### src/rtl/mem_port_arbiter.sv
// rtl/mem_port_arbiter.sv - shares one fixed-latency memory port between IF and MEM, MEM first
// Serializes accesses, captures read data per requester and raises Stall until all are served.
module mem_port_arbiter #(
    parameter int unsigned LATENCY = 2
) (
    input  logic        clock,
    input  logic        reset,
    input  logic        IFReq,
    input  logic [31:0] IFAddr,
    output logic [31:0] IFRdata,
    output logic        IFReady,
    input  logic        EXMEMMemRead,
    input  logic        EXMEMMemWrite,
    input  logic [31:0] EXMEMALUResult,
    input  logic [31:0] EXMEMWriteData,
    output logic [31:0] MEMReadData,
    output logic        MEMReady,
    output logic        MemoryEn,
    output logic        MemoryWe,
    output logic [31:0] MemoryAddr,
    output logic [31:0] MemoryWdata,
    input  logic [31:0] MemoryRdata,
    output logic        Stall
);

    typedef enum logic [1:0] {IDLE, BUSY_MEM, BUSY_IF} stateType;

    localparam logic [3:0] LoadCount = 4'(LATENCY);

    stateType   state;
    stateType   nextState;
    logic [3:0] cnt;
    logic       memReq;
    logic       memPend;
    logic       ifPend;
    logic       accessDone;
    logic       startMem;
    logic       startIf;

    always_comb begin
        memReq     = EXMEMMemRead | EXMEMMemWrite;
        memPend    = memReq & ~MEMReady;
        ifPend     = IFReq & ~IFReady;
        accessDone = (state != IDLE) && (cnt == 4'd1);
    end

    always_ff @(posedge clock or posedge reset) begin
        if (reset) begin
            state <= IDLE;
        end else begin
            state <= nextState;
        end
    end

    // On completion the other requester goes straight onto the port if it is still waiting.
    always_comb begin
        nextState = state;
        case (state)
            IDLE: begin
                if (memPend) begin
                    nextState = BUSY_MEM;
                end else if (ifPend) begin
                    nextState = BUSY_IF;
                end
            end
            BUSY_MEM: begin
                if (accessDone) begin
                    nextState = ifPend ? BUSY_IF : IDLE;
                end
            end
            BUSY_IF: begin
                if (accessDone) begin
                    nextState = memPend ? BUSY_MEM : IDLE;
                end
            end
            default: nextState = IDLE;
        endcase
    end

    always_comb begin
        Stall    = memPend | ifPend;
        startMem = (nextState == BUSY_MEM) && (state != BUSY_MEM);
        startIf  = (nextState == BUSY_IF) && (state != BUSY_IF);
    end

    // Address and data are sampled only when an access starts and held until it retires.
    always_ff @(posedge clock or posedge reset) begin
        if (reset) begin
            cnt         <= 4'd0;
            MemoryEn    <= 1'b0;
            MemoryWe    <= 1'b0;
            MemoryAddr  <= 32'd0;
            MemoryWdata <= 32'd0;
        end else if (startMem || startIf) begin
            cnt         <= LoadCount;
            MemoryEn    <= 1'b1;
            MemoryWe    <= startMem & EXMEMMemWrite;
            MemoryAddr  <= startMem ? EXMEMALUResult : IFAddr;
            MemoryWdata <= EXMEMWriteData;
        end else if (accessDone) begin
            cnt      <= 4'd0;
            MemoryEn <= 1'b0;
            MemoryWe <= 1'b0;
        end else if (cnt > 4'd1) begin
            cnt <= cnt - 4'd1;
        end
    end

    // Ready flags stay up until the pipeline advances or the request goes away.
    always_ff @(posedge clock or posedge reset) begin
        if (reset) begin
            MEMReady    <= 1'b0;
            MEMReadData <= 32'd0;
            IFReady     <= 1'b0;
            IFRdata     <= 32'd0;
        end else begin
            if (accessDone && state == BUSY_MEM) begin
                MEMReady <= 1'b1;
                if (!MemoryWe) begin
                    MEMReadData <= MemoryRdata;
                end
            end else if (!Stall || !memReq) begin
                MEMReady <= 1'b0;
            end
            if (accessDone && state == BUSY_IF) begin
                IFReady <= 1'b1;
                IFRdata <= MemoryRdata;
            end else if (!Stall || !IFReq) begin
                IFReady <= 1'b0;
            end
        end
    end

endmodule
### config.mk
export PLATFORM = sky130hd
export DESIGN_NAME = mem_port_arbiter
export DESIGN_NICKNAME = d
export VERILOG_FILES = /design/src/rtl/mem_port_arbiter.sv
export SDC_FILE = /design/constraint.sdc
export NUM_CORES = 1
export LEC_CHECK = 0
export CORE_MARGIN = 2
export CORE_UTILIZATION = 41
export CTS_CLUSTER_DIAMETER = 50
export DETAILED_ROUTE_END_ITERATION = 8
export PLACE_DENSITY = 0.93
export RECOVER_POWER = 25
export SLEW_MARGIN = 20
export SYNTH_ARGS = -nofsm -noshare
export SYNTH_HDL_FRONTEND = slang
export SYNTH_SLANG_ARGS = --single-unit
### constraint.sdc
create_clock -name clock -period 6.2 [get_ports clock]
set_input_delay 1.24 -clock clock [delete_from_list [all_inputs] [get_ports clock]]
set_output_delay 1.24 -clock clock [all_outputs]
set_load 0.02 [all_outputs]
==> results of run 1 <==
stage by stage:
step | total power (W) | instances
after floorplan | 0.00295 | 368
after CTS | 0.00523 | 826
after detailed placement | 0.00413 | 794
after global routing | 0.00543 | 826
after global placement | 0.00402 | 794
final | 0.00518 | 827
metal layers:
layer / track usage [%] / vias to the layer above / wire length (um)
met3: 7.03 / 28 / 1110
met5: 0 / - / 0
li1: - / 1873 / -
met2: 34.4 / 189 / 7280
met1: 24.0 / 2057 / 5860
met4: 9.19 / 0 / 439
final cells by class:
cell class              count  area (sq um)  share of cell area (%)
diodes                      1          2.50                  0.0280
clock buffers              25           505                    5.65
clock inverters             7           135                    1.51
inverters                   3          12.5                   0.140
multi-input cells         206          1930                    21.5
flip-flops and latches    138          3450                    38.6
well taps                 176           220                    2.46
repair buffers            271          2690                    30.1
placed cells by master, fill, tap and decap left out, types with 4 or more instances in the layout:
master | Yosys | routed
clkdlybuf4s50_1 | 0 | 263
dfrtp_1 | 138 | 138
mux2_2 | 89 | 89
and2_1 | 33 | 33
a221o_1 | 32 | 32
clkbuf_16 | 0 | 17
nor2_1 | 8 | 8
nand2_1 | 7 | 7
mux2_1 | 7 | 7
o21ai_0 | 5 | 5
clkbuf_8 | 0 | 5
buf_4 | 1 | 5
nor3_1 | 4 | 4
bufinv_16 | 0 | 4
clkbuf_1 | 8 | 4
flip-flops by register name, summed over array words and instances (netlist names):
| signal | count |
|---|---|
| MEMReady | 1 |
| MEMReadData | 32 |
| MemoryEn | 1 |
| cnt | 4 |
| MemoryWdata | 32 |
| MemoryWe | 1 |
| state | 2 |
| MemoryAddr | 32 |
| IFRdata | 32 |
| IFReady | 1 |
cell families (layout without fill, tap and decap cells):
group	Yosys count	after routing	synth area share, %
flops	138	138	62.7
compound gates	46	46	8.16
other cells	0	1	0
mux	96	96	19.6
xor+xnor	3	3	0.477
buf+inv	24	306	2.32
fa+ha+maj	2	2	0.454
simple gates	59	59	6.23
critical path: cells and delay by family:
kind | cells | cell delay [ns]
buffers and inverters | 3 | 3.47
power breakdown:
part,switching [W],total (W),internal (W)
Clock,0.000355,0.00108,0.000726
Sequential,0.000273,0.00163,0.00136
Combinational,0.00116,0.00247,0.00131
worst paths after layout:
| kind | start | endpoint | slack, ns |
|---|---|---|---|
| worst max register to register | cnt[1]$_DFFE_PP0P_ | IFRdata[18]$_DFFE_PP0P_ | 3.21 |
| min in group asynchronous | reset | IFRdata[26]$_DFFE_PP0P_ | 2.40 |
| worst min-delay path | MEMReadData[30]$_DFFE_PP0P_ | MEMReadData[30]$_DFFE_PP0P_ | 0.49 |
| worst max-delay path | reset | IFRdata[28]$_DFFE_PP0P_ | 1.89 |
| worst min register to register | MEMReadData[30]$_DFFE_PP0P_ | MEMReadData[30]$_DFFE_PP0P_ | 0.49 |
| max in group clock | EXMEMMemRead | Stall | 2.00 |
==> flow_metrics.py, run 1 <==
metrics = {
    "yosys": {
        "synth.most_common_cell": "dfrtp_1",
        "synthFlopType": "dfrtp_1",
        "synth_area_leaders": "dfrtp_1 (63%), mux2_2 (18%), a221o_1 (5.8%)",
        "yosysSeqAreaShare_pct": 62.7,
        "synth_top_area_cell": "dfrtp_1",
        "synth_common_cells": "dfrtp_1 (138), mux2_2 (89), and2_1 (33)",
        "synthesis.nets": 503,
        "avgSynthCellArea_sq_um": 15.0,
        "yosys.cell_types.count": 32,
        "ys_warn_count": 0,
        "synth_seq_cells": 138,
        "async_reset_ff_share_pct": 100,
        "netlist.area_leader.share_pct": 62.7,
        "syn_inst": 368,
        "syn_area_sq_mm": 0.00551,
        "synth_edf_count": 0,
    },
    "worst_setup_path": {
        "path_cells": "dlygate4sd3_1 > clkinvlp_2 > buf_4",
        "crit_path_max_incr_delay_ns": 2.09,
        "critPathCaptureType": "asynchronous set/reset pin",
        "cp_slowest_cell": "clkinvlp_2",
        "start_kind": "input port",
        "cp_data_arrival_time_ns": 4.78,
        "path_class": "input port to asynchronous set/reset pin",
        "reg2reg_depth": 6,
        "required_ns": 6.67,
        "critical_path_peak_fanout": 86,
    },
    "global_route": {
        "antenna_found_initial": 1,
        "grt-ovfl-total": 0,
        "grt_pass1_wl_mm": 22.7,
        "grt_start_max_net_pins": 87,
        "grtUsageTotal_pct": 20.6,
        "grt_pass1_vias": 4313,
    },
    "detailed_routing": {
        "vias_per_cell": 5.01,
        "wl_per_cell_um": 17.8,
        "drt_iter0_drc": 209,
        "drc": 0,
        "ant_nets": 0,
        "drtPass1Iterations": 5,
        "wl_mm": 14.7,
        "via_count": 4147,
    },
    "floorplan": {
        "dieArea_sq_mm": 0.0144,
        "placement_rows": 42,
        "ioPinCount": 266,
        "core_sq_mm": 0.0132,
        "die_w_um": 120,
        "die_h_um": 120,
        "start_util_pct": 41.7,
    },
    "placed_design": {
        "dpl_worst_slack_ns": 1.98,
        "postPlaceCellArea_sq_mm": 0.00832,
        "port_buffers": 265,
        "gp_congestion": 0.767,
        "place_hpwl_mm": 10.6,
    },
    "pwr": {
        "ir_drop_uv": 298,
        "p_leak_nw": 3.75,
        "power.density_mw_per_mm2": 579,
    },
    "sta": {
        "setup_violations": 0,
        "slew_headroom_pct": -153,
        "hold_viol_final": 0,
        "rsz0062_at_grt": "false",
        "hold_slack_ns": 0.491,
        "timing.final.crit_share_pct": 69.5,
        "skew_ns": 0.00846,
        "slew_viol_final": 121,
        "min_period_ns": 4.31,
        "max_freq_mhz": 232,
        "worst_pin_slew_ns": 3.77,
        "fin_tns_setup_ns": 0,
        "setup_ws_ns": 1.89,
    },
    "cells_and_area": {
        "nets": 772,
        "post-route-util_pct": 67.9,
        "layout-drive-gt1-share_pct": 20.0,
        "nFillCells": 905,
        "areaGrowthSynthToFinish_pct": 62.6,
        "finalInstanceArea_sq_mm": 0.00895,
    },
    "clocking": {
        "cts_hold_buf": 0,
        "cts-buffers-inserted": 17,
        "postCtsSetupBuffers": 0,
        "path_clk_slew_ns": 0.05,
        "htreeDepth": 4,
        "cts_tree": "done",
        "cts_buffer_depth": 2,
        "cts.repair.resized": 0,
        "clkLatencyLatePin_ns": 0.41,
        "root_buffer": "clkbuf_16",
        "cts_sinks": 138,
    },
    "worst_hold_path": {
        "whs_path_depth": 1,
        "hp-class": "flop to flop",
    },
    "job": {
        "maxCapViolCount": 2,
    },
    "run_status": {
        "violations": "max-capacitance violations, max-slew violations",
        "run_status": "finished with violations",
    },
}
Note: power is estimated with default switching activity, not from simulation.
==> run 2: changes to the inputs <==
--- a/config.mk
+++ b/config.mk
@@ -6,10 +6,10 @@
 export NUM_CORES = 1
 export LEC_CHECK = 0
 export CORE_MARGIN = 2
-export CORE_UTILIZATION = 41
+export CORE_UTILIZATION = 37
 export CTS_CLUSTER_DIAMETER = 50
 export DETAILED_ROUTE_END_ITERATION = 8
-export PLACE_DENSITY = 0.93
+export PLACE_DENSITY = 0.89
 export RECOVER_POWER = 25
 export SLEW_MARGIN = 20
 export SYNTH_ARGS = -nofsm -noshare
==> constraint.sdc (replaced) <==
create_clock -name clock -period 3.8 [get_ports clock]
set_input_delay 0.76 -clock clock [delete_from_list [all_inputs] [get_ports clock]]
set_output_delay 0.76 -clock clock [all_outputs]
set_load 0.02 [all_outputs]
==> flow_metrics.py, run 2 (synthesis results as in run 1) <==
metrics = {
    "run_status": {
        "run_status": "finished with violations",
        "violations": "max-capacitance violations, max-slew violations",
    },
    "sta": {
        "worst_pin_slew_ns": 1.85,
        "min_period_ns": 2.98,
        "timing.final.crit_share_pct": 78.4,
        "max_freq_mhz": 336,
        "skew_ns": 0.00609,
        "setup_violations": 0,
        "hold_viol_final": 0,
        "slew_headroom_pct": -23.3,
        "fin_tns_setup_ns": 0,
        "slew_viol_final": 139,
        "rsz0062_at_grt": "false",
    },
    "worst_hold_path": {
        "hp-class": "flop to flop",
    },
    "pwr": {
        "p_leak_nw": 3.73,
        "power.density_mw_per_mm2": 931,
        "ir_drop_uv": 453,
    },
    "cells_and_area": {
        "post-route-util_pct": 61.5,
        "nets": 773,
        "nFillCells": 1122,
        "insertedDiodeCount": 0,
        "layout-drive-gt1-share_pct": 20.9,
        "final_common_cell": "clkdlybuf4s50_1",
        "areaGrowthSynthToFinish_pct": 62.3,
        "mostFrequentLayoutCells": "clkdlybuf4s50_1 (264), dfrtp_1 (138), mux2_2 (89)",
    },
    "floorplan": {
        "die_h_um": 126,
        "core_sq_mm": 0.0145,
        "placement_rows": 44,
        "die_w_um": 126,
        "ioPinCount": 266,
        "dieArea_sq_mm": 0.0159,
        "start_util_pct": 37.9,
    },
    "job": {
        "maxCapViolCount": 1,
    },
    "clocking": {
        "root_buffer": "clkbuf_16",
        "cts.repair.resized": 0,
        "postCtsSetupBuffers": 0,
        "cts_sinks": 138,
        "cts_hold_buf": 0,
        "clkLatencyLatePin_ns": 0.41,
        "path_clk_slew_ns": 0.05,
        "cts_tree": "done",
        "htreeDepth": 4,
        "cts_buffer_depth": 2,
        "cts-buffers-inserted": 17,
    },
    "worst_setup_path": {
        "critical_path_peak_fanout": 7,
        "cp_data_arrival_time_ns": 2.22,
        "critPathCaptureType": "output port",
        "required_ns": 3.04,
        "start_kind": "input port",
        "path_class": "input port to output port",
    },
    "global_route": {
        "grt_start_max_net_pins": 139,
        "grt-ovfl-total": 0,
        "antenna_found_initial": 0,
        "grt_pass1_vias": 4537,
        "grtUsageTotal_pct": 18.9,
        "grt_pass1_wl_mm": 23.6,
    },
    "detailed_routing": {
        "ant_nets": 0,
        "drtPass1Iterations": 4,
        "vias_per_cell": 4.92,
        "wl_mm": 14.7,
        "drc": 0,
        "drt_iter0_drc": 136,
        "via_count": 4110,
        "wl_per_cell_um": 17.6,
    },
    "placed_design": {
        "gp_congestion": 0.797,
        "port_buffers": 265,
        "place_hpwl_mm": 10.7,
    },
}
run 2: final timing paths:
path	startpoint	to	slack (ns)	depth (start not counted)
min in group asynchronous	reset	MemoryWdata[28]$_DFFE_PP0P_	1.49	3
min reg2reg	MemoryWdata[0]$_DFFE_PP0P_	MemoryWdata[0]$_DFFE_PP0P_	0.49	1
min	MemoryWdata[0]$_DFFE_PP0P_	MemoryWdata[0]$_DFFE_PP0P_	0.49	1
max reg2reg	cnt[1]$_DFFE_PP0P_	MEMReadData[11]$_DFFE_PP0P_	1.11	7
max in group asynchronous	reset	MEMReadData[14]$_DFFE_PP0P_	1.10	3
max	EXMEMMemRead	Stall	0.82	4
run 2: area by class of cell:
type	instances	area [sq um]	share of cell area [%]
well taps	184	230	2.58
clock inverters	12	121	1.36
inverters	3	15.0	0.168
clock buffers	20	467	5.22
multi-input cells	206	1930	21.6
flip-flops and latches	138	3450	38.7
repair buffers	272	2720	30.4
run 2: through the flow:
| step | std cells | cell area, sq um | hold slack (ns) | setup WS, ns | power [W] |
|---|---|---|---|---|---|
| 2_1_floorplan | 368 | 5510 | 0.571 | 1.32 | 0.00481 |
| 3_3_place_gp | 803 | 8360 | 0.475 | 0.879 | 0.00659 |
| 5_1_grt | 835 | 8930 | 0.513 | 0.735 | 0.00876 |
| 3_5_place_dp | 803 | 8360 | 0.489 | 0.832 | 0.00676 |
| 6_report | 835 | 8930 | 0.489 | 0.820 | 0.00832 |
| 4_1_cts | 835 | 8950 | 0.493 | 0.823 | 0.00841 |
run 2: layer usage:
metal	GRT usage (%)	wire length [um]	vias to the layer above	share of wire, %
met1	21.3	5600	2012	38
met2	32.8	7560	191	51
met4	8.02	420	0	2.9
met3	6.16	1130	35	7.7
met5	0	0	-	0
li1	-	-	1872	-
run 2: report_power, final:
part	leakage [nW]	internal (W)	switching, W
sequential	1.66	0.00221	0.000435
clock	0.288	0.00101	0.000602
combinational	1.79	0.00216	0.00190
total	3.73	0.00538	0.00293
run 2: worst max-delay path, cell delays in order:
cell and delay, ns:
clkdlybuf4s50_1 0.43, o21bai_2 0.30, nand2_1 0.14, clkdlybuf4s50_1 0.58
==> run 3: changes to the inputs <==
==> constraint.sdc (replaced) <==
create_clock -name clock -period 2.64 [get_ports clock]
set_input_delay 0.528 -clock clock [delete_from_list [all_inputs] [get_ports clock]]
set_output_delay 0.528 -clock clock [all_outputs]
set_load 0.02 [all_outputs]
==> flow_metrics.py, run 3 (synthesis results as in run 1) <==
metrics = {
    "worst_setup_path": {
        "critPathCaptureType": "output port",
        "cp_data_arrival_time_ns": 1.91,
        "reg2reg_depth": 6,
        "path_class": "input port to output port",
        "critical_path_peak_fanout": 3,
        "start_kind": "input port",
        "endpoint": "Stall",
        "r2r_start": "cnt[1]$_DFFE_PP0P_",
        "required_ns": 2.11,
        "startpoint": "EXMEMMemWrite",
        "r2r-end": "MemoryAddr[0]$_DFFE_PP0P_",
        "regToRegSetupSlack_ns": 0.54,
    },
    "pwr": {
        "power_frac_comb_pct": 48.5,
        "p_leak_nw": 3.78,
        "p_int_w": 0.00780,
        "ir_drop_uv": 570,
        "power.density_mw_per_mm2": 1340,
        "p_sw_w": 0.00428,
        "clkPwrFrac_pct": 19.8,
        "switching_share_pct": 35.4,
        "p_seq_share_pct": 31.7,
    },
    "placed_design": {
        "port_buffers": 265,
        "place_hpwl_mm": 11.1,
        "gp_congestion": 0.820,
        "dp_cells": 816,
    },
    "cells_and_area": {
        "final_common_cell": "clkdlybuf4s50_1",
        "mostFrequentLayoutCells": "clkdlybuf4s50_1 (264), dfrtp_1 (138), mux2_2 (89)",
        "areaGrowthSynthToFinish_pct": 64.0,
        "nets": 786,
        "fin_cells": 848,
        "post-route-util_pct": 62.1,
        "layout-drive-gt1-share_pct": 21.1,
        "nFillCells": 1115,
        "insertedDiodeCount": 0,
    },
    "sta": {
        "timing.final.crit_share_pct": 92.2,
        "worst_pin_slew_ns": 1.48,
        "slew_viol_final": 0,
        "skew_ns": 0.00803,
        "setup_violations": 0,
        "min_period_ns": 2.44,
        "hold_viol_final": 0,
        "fin_tns_setup_ns": 0,
        "rsz0062_at_grt": "false",
        "slew_headroom_pct": 0.705,
        "max_freq_mhz": 411,
    },
    "floorplan": {
        "die_w_um": 126,
        "start_util_pct": 37.9,
        "core_sq_mm": 0.0145,
        "die_h_um": 126,
        "placement_rows": 44,
        "ioPinCount": 266,
        "dieArea_sq_mm": 0.0159,
    },
    "clocking": {
        "postCtsSetupBuffers": 0,
        "root_buffer": "clkbuf_16",
        "cts-buffers-inserted": 17,
        "cts.repair.resized": 0,
        "path_clk_slew_ns": 0.06,
        "htreeDepth": 4,
        "cts_sinks": 138,
        "cts_buffer_depth": 2,
        "cts_tree": "done",
        "cts_hold_buf": 0,
        "clkLatencyLatePin_ns": 0.41,
    },
    "global_route": {
        "use_met3_pct": 6.20,
        "grt_start_max_net_pins": 65,
        "grtUsageTotal_pct": 18.6,
        "grt_pass1_wl_mm": 23.3,
        "gr-max-usage-layer": "met2",
        "antenna_found_initial": 0,
        "grt-ovfl-total": 0,
        "grt_pass1_vias": 4489,
        "use_met1_pct": 20.9,
        "use_met2_pct": 32.9,
    },
    "worst_hold_path": {
        "whs_path_depth": 1,
        "hp-class": "flop to flop",
    },
    "detailed_routing": {
        "wl_per_cell_um": 17.4,
        "vias_per_cell": 4.90,
        "drtPass1Iterations": 4,
        "ant_nets": 0,
        "drc": 0,
        "via_count": 4159,
        "wl_mm": 14.7,
        "drt_iter0_drc": 167,
    },
    "job": {
        "maxCapViolCount": 1,
    },
    "run_status": {
        "violations": "max-capacitance violations",
        "run_status": "finished with violations",
    },
}
[run 3: cell types whose count changed in the layout (fill, tap and decap cells not counted), sizes merged]
cell,change
buf,+3
clkinvlp,-1
inv,+1
clkbuf,+7
bufinv,+1
clkinv,+2
[run 3: through the flow]
step	area, sq um	hold WS (ns)	setup slack (ns)	total power [W]
finish	9030	0.496	0.205	0.0121
global route	9030	0.508	0.136	0.0127
CTS	9090	0.497	0.222	0.0122
detailed placement	8490	0.487	0.201	0.00978
global placement	8490	0.472	0.250	0.00952
floorplan	5510	0.571	0.391	0.00692
[run 3: cell type report]
class	count	area, sq um	share of cell area [%]
clock inverter	15	174	1.93
multi-input combinational	206	1940	21.4
sequential	138	3450	38.2
clock buffer	17	425	4.71
timing repair buffer	285	2800	31.0
tap	184	230	2.55
inverter	3	12.5	0.139
[run 3: critical path, stage by stage]
cell             delay, ns
clkdlybuf4s50_1       0.52
o21bai_2              0.09
nand2_1               0.12
clkdlybuf4s50_1       0.64
[run 3: worst min path at each step]
| stage | startpoint | to | slack [ns] |
|---|---|---|---|
| 2_1_floorplan | cnt[1]$_DFFE_PP0P_ | cnt[3]$_DFFE_PP0P_ | 0.57 |
| 3_3_place_gp | MEMReadData[30]$_DFFE_PP0P_ | MEMReadData[30]$_DFFE_PP0P_ | 0.47 |
| 3_5_place_dp | MemoryWdata[5]$_DFFE_PP0P_ | MemoryWdata[5]$_DFFE_PP0P_ | 0.49 |
| 4_1_cts | MemoryWdata[1]$_DFFE_PP0P_ | MemoryWdata[1]$_DFFE_PP0P_ | 0.50 |
| 5_1_grt | MemoryWdata[1]$_DFFE_PP0P_ | MemoryWdata[1]$_DFFE_PP0P_ | 0.51 |
| 6_report | MemoryWdata[1]$_DFFE_PP0P_ | MemoryWdata[1]$_DFFE_PP0P_ | 0.50 |
[run 3: power by group through the flow]
stage               Sequential (W)  Clock [W]  Combinational [W]
finish                     0.00383    0.00239            0.00586
floorplan                  0.00496          0            0.00196
CTS                        0.00384    0.00245            0.00592
detailed placement         0.00386          0            0.00592
global route               0.00396    0.00253            0.00617
global placement           0.00379          0            0.00573
[run 3: layer usage]
layer	wire length, um	part of all wire [%]	vias to the layer above
met1	5750	39	2039
met4	279	1.9	0
met2	7650	52	197
met5	0	0	-
li1	-	-	1900
met3	1060	7.2	23
==> edit 1, RTL diff (config.mk and constraints of run 2) <==
The 3 states of `stateType` get a one-hot encoding in 3 bits.
--- a/src/rtl/mem_port_arbiter.sv
+++ b/src/rtl/mem_port_arbiter.sv
@@ -23,7 +23,7 @@
     output logic        Stall
 );
 
-    typedef enum logic [1:0] {IDLE, BUSY_MEM, BUSY_IF} stateType;
+    typedef enum logic [2:0] {IDLE = 3'b001, BUSY_MEM = 3'b010, BUSY_IF = 3'b100} stateType;
 
     localparam logic [3:0] LoadCount = 4'(LATENCY);
 
Check against the original RTL: no difference found for any inputs over 10 cycles, from zero or initial values and one cycle with reset high; not proved beyond that.
==> edit 1 against run 2 <==
  * Final area grew 4.2%
  * Critical path type unchanged
  * Critical path depth is the same
  * Power grew 1.6%
  * The flow still finishes with violations (capacitance limit, slew limit)
  * Area after synthesis grew 6.2%
  * Register-to-register slack lost 0.06 ns
  * Wire length grew 16%
  * Worst setup slack lost 0.060 ns
  * Sequential cell count grew 1
==> edit 1: results (changes against run 2) <==
result of the run complete, but fails checks; violations in the final reports capacitance limit, slew limit; DRC marker count from the first detailed-route iteration 204 (+50%); worst slack after detailed placement 0.753 ns (-0.0789 ns); Syn Area/Cell 12.7 µm² (-15%); overall routed net length 17.1 mm (+16%); post-place instance area 0.00869 mm² (+3.9%); combinational power share 48.2% (-0.5 points); half-perimeter wire length after placement 11.8 mm (+10%); number of inverters outside the clock class in the layout 5 (+2); Plain + repair buffers 275 (+1.1%); met2 demand-to-capacity share in global routing 34.2% (+1.4 points); Max Transition Viols Final 140 (+0.72%); worst clock skew 0.00847 ns (+0.00238 ns); sequential share of cell area 37.4% (-1.3 points); Max IR drop VDD 0.524 mV (+16%); Crit path arrival time 2.28 ns (+0.06 ns); Synth area leaders dfrtp_1 (59%), mux2_2 (18%), a31oi_1 (3.4%); number of multi-input combinational cells 281 (+36%); via count 4848 (+18%); final-layout clock-cell area share 6.81% (+0.23 points); maximum fanout encountered on the critical timing path 5 (-2); area share of buffers outside the clock network 29.3% (-1.1 points); fraction of met1 tracks used by global routing 22.8% (+1.5 points); Final GP Congestion 0.764 (-4.1%); largest net degree at the start of global routing 140 (+0.72%); M1 wire length 6.38 mm (+14%); Compound-Gate Fraction of Synth Area 8.83% (+0.68 points); Fill cells 1225 (+9.2%); vias in the first global route 4993 (+10%); multi-input combinational cell area 0.00219 mm² (+13%); part of the Yosys area used for sequential elements 59.5% (-3.2 points); register bit total from synthesis 139 (+0.72%); Area Growth Syn to Fin 59.2%; MaxCap Viol Count 1 (unchanged); most used standard cells in the synthesized netlist dfrtp_1 (138), mux2_2 (94), o21ai_0 (36); library cells used by synthesis 39 (+22%); number of nets in the layout 854 (+10%); share of final-layout standard cells stronger than drive strength 1 20.2% (-0.67 points); leakage dissipation 0.00375 µW (+0.43%); sequential share of power 30.9% (-1.0 points); synthesized-area fraction occupied by xor and xnor cells 0.299% (-0.18 points)
-- edit 1: cell count changes after synthesis, moves of 4 or more --
cell,run 2,this run
and2_1,33,0
mux2_1,7,2
o21ai_0,5,36
a21oi_1,0,4
a221o_1,32,0
mux2_2,89,94
nand3_1,0,32
buf_2,9,4
nor3_1,4,34
a31oi_1,1,32
clkbuf_1,8,22
nor2b_1,1,5
-- edit 1: worst paths after layout --
kind / to / depth (start not counted) / start / slack [ns]
worst min register to register: MemoryEn / 1 / MemoryEn / 0.49
worst max register to register: MemoryWdata[4] / 8 / cnt[1] / 1.05
worst min-delay path: MemoryEn / 1 / MemoryEn / 0.49
worst max-delay path: Stall / 4 / IFReq / 0.76
min in group asynchronous: MemoryWdata[6] / 3 / reset / 1.53
max in group asynchronous: state[1] / 3 / reset / 1.08
-- edit 1: worst max-delay path, stage by stage --
cell and delay (ns):
clkdlybuf4s50_1 0.47, nor2b_1 0.26, nand2b_1 0.18, clkdlybuf4s50_1 0.61
==> edit 2, RTL diff (config.mk and constraints of run 2) <==
Made on the original files. Reset style: synchronous (`reset`), changed in 3 clocked blocks.
--- a/src/rtl/mem_port_arbiter.sv
+++ b/src/rtl/mem_port_arbiter.sv
@@ -44,7 +44,7 @@
         accessDone = (state != IDLE) && (cnt == 4'd1);
     end
 
-    always_ff @(posedge clock or posedge reset) begin
+    always_ff @(posedge clock) begin
         if (reset) begin
             state <= IDLE;
         end else begin
@@ -84,7 +84,7 @@
     end
 
     // Address and data are sampled only when an access starts and held until it retires.
-    always_ff @(posedge clock or posedge reset) begin
+    always_ff @(posedge clock) begin
         if (reset) begin
             cnt         <= 4'd0;
             MemoryEn    <= 1'b0;
@@ -107,7 +107,7 @@
     end
 
     // Ready flags stay up until the pipeline advances or the request goes away.
-    always_ff @(posedge clock or posedge reset) begin
+    always_ff @(posedge clock) begin
         if (reset) begin
             MEMReady    <= 1'b0;
             MEMReadData <= 32'd0;
Check against the original RTL: differs if reset is asserted again (counterexample within 4 cycles, from zero or initial values and one cycle with reset high); with reset held inactive, the same outputs for 10 cycles.
==> edit 2 against run 2 <==
  * The run still ends with capacitance limit, slew limit left
  * Worst setup slack got worse by 0.048 ns
  * Area after synthesis rose by 4.2%
  * Worst hold slack got worse by 0.037 ns
  * Sequential cell count did not move
  * Clock skew rose by 0.0053 ns
  * Final area rose by 1.1%
  * Core utilization fell by 2.0 points
  * Wire length rose by 27%
  * Highest routed layer is now met5
Power is not compared: it rests on default switching activity, and its combinational part moved more than twofold at a synthesized area within 25%.
==> edit 2: results (changes against run 2) <==
final std cells w/o fill 1116 (+34%); R2R cell count 8 (+1); clock root buffer clkbuf_16; Final GP Congestion 0.810 (+1.6%); result of the run complete, but fails checks; worst-case hold path end point MEMReadData[6]; Max Transition Viols Final 34 (-76%); Worst Hold Margin 0.451 ns (-0.0374 ns); worst clock skew 0.0114 ns (+0.00532 ns); GRT Resource Usage Total 21.9% (+3.0 points); part of the Yosys area used for sequential elements 48.2% (-15 points); net count of the mapped netlist 821 (+63%); Crit path arrival time 2.27 ns (+0.05 ns); actual slew at the worst max-slew pin 1.62 ns (-0.227 ns); footprint of the flip-flops and latches 0.00276 mm² (-20%); violations in the final reports capacitance limit, slew limit; share of final-layout standard cells stronger than drive strength 1 7.76% (-13 points); routed wirelength normalized by instance count 16.7 µm (-5.2%); leakage dissipation 0.00331 µW; worst slack after detailed placement 0.771 ns (-0.0613 ns); reg2reg setup slack 1.04 ns (-0.07 ns); MaxCap Viol Count 1 (unchanged); Synth area leaders dfxtp_1 (48%), nand2_1 (13%), a21oi_1 (8.8%); post-place instance area 0.00845 mm² (+1.0%); Fill cells 1334 (+19%); post-detailed-route via-to-cell ratio 5.46 (+11%); post-CTS resize count 0 (unchanged); Async SR Flop Fraction 0% (-100 points); DRC marker count from the first detailed-route iteration 405 (+200%); largest net degree at the start of global routing 72 (-48%); vias in the first global route 5725 (+26%); initial antenna violation count 1 (+1); Critical Path Max Stage Delay 0.63 ns (+0.05 ns); half-perimeter wire length after placement 12.3 mm (+14%); Inserted Clock Buffers 17 (unchanged); library cells used by synthesis 39 (+22%); first drt pass iteration count 6 (+2); commonest register cell after synthesis dfxtp_1; beginning of the worst register-to-register path cnt[1]; most used standard cells in the synthesized netlist nand2_1 (197), dfxtp_1 (138), a21oi_1 (101); Syn Area/Cell 8.36 µm² (-44%); wire length of the first global-routing pass 29.0 mm (+23%); capture point of the worst reg-to-reg path MemoryAddr[14]; startpoint of the tightest hold check path MEMReadData[6]; number of cells on the worst hold path 2 (+1)
edit 2: cell types whose count changed after synthesis, moves of 33 or more:
cell	delta
mux2_2	-88
a21oi_1	+101
dfxtp_1	+138
dfrtp_1	-138
nand2_1	+190
clkbuf_1	+33
edit 2: cell families after synthesis:
logic type / count (synthesis) / share of synthesized area (%)
AO/OA/AOI/OAI: 176 / 21.3
XOR/XNOR: 2 / 0.305
adder cells (fa/ha/maj): 2 / 0.436
buffers and inverters: 76 / 6.26
flip-flops: 138 / 48.2
multiplexers: 2 / 0.371
AND/OR/NAND/NOR: 290 / 23.2
edit 2: power groups by stage:
stage | Sequential, µW | Clock, µW | Combinational (µW)
6_report | 1700 | 1670 | 1330
2_1_floorplan | 1890 | 0 | 617
3_3_place_gp | 1720 | 0 | 1320
4_1_cts | 1700 | 1690 | 1350
5_1_grt | 1720 | 1760 | 1410
3_5_place_dp | 1730 | 0 | 1340
edit 2: layout make-up:
| type | instances | share of cell area (%) |
|---|---|---|
| sequential | 138 | 30.6 |
| clock buffer | 20 | 5.05 |
| inverter | 2 | 0.0831 |
| timing repair buffer | 284 | 31.0 |
| clock inverter | 12 | 1.55 |
| tap | 188 | 2.60 |
| multi-input combinational | 472 | 29.2 |
edit 2: how the worst max path moves through the flow:
stage / from / to / slack (ns)
final: IFReq / Stall / 0.77
after CTS: IFReq / Stall / 0.76
after detailed placement: IFReq / MemoryAddr[14] / 0.77
after global placement: IFReq / Stall / 0.81
after floorplan: EXMEMMemRead / MemoryAddr[10] / 1.55
after global routing: EXMEMMemWrite / cnt[3] / 0.58
edit 2: metal layers:
layer	GRT usage, %	vias up	share of wire, %
met5	0	-	0.070
met4	8.57	2	2.9
met3	8.11	44	9.2
met2	36.6	289	49
met1	25.6	2856	39
li1	-	2901	-
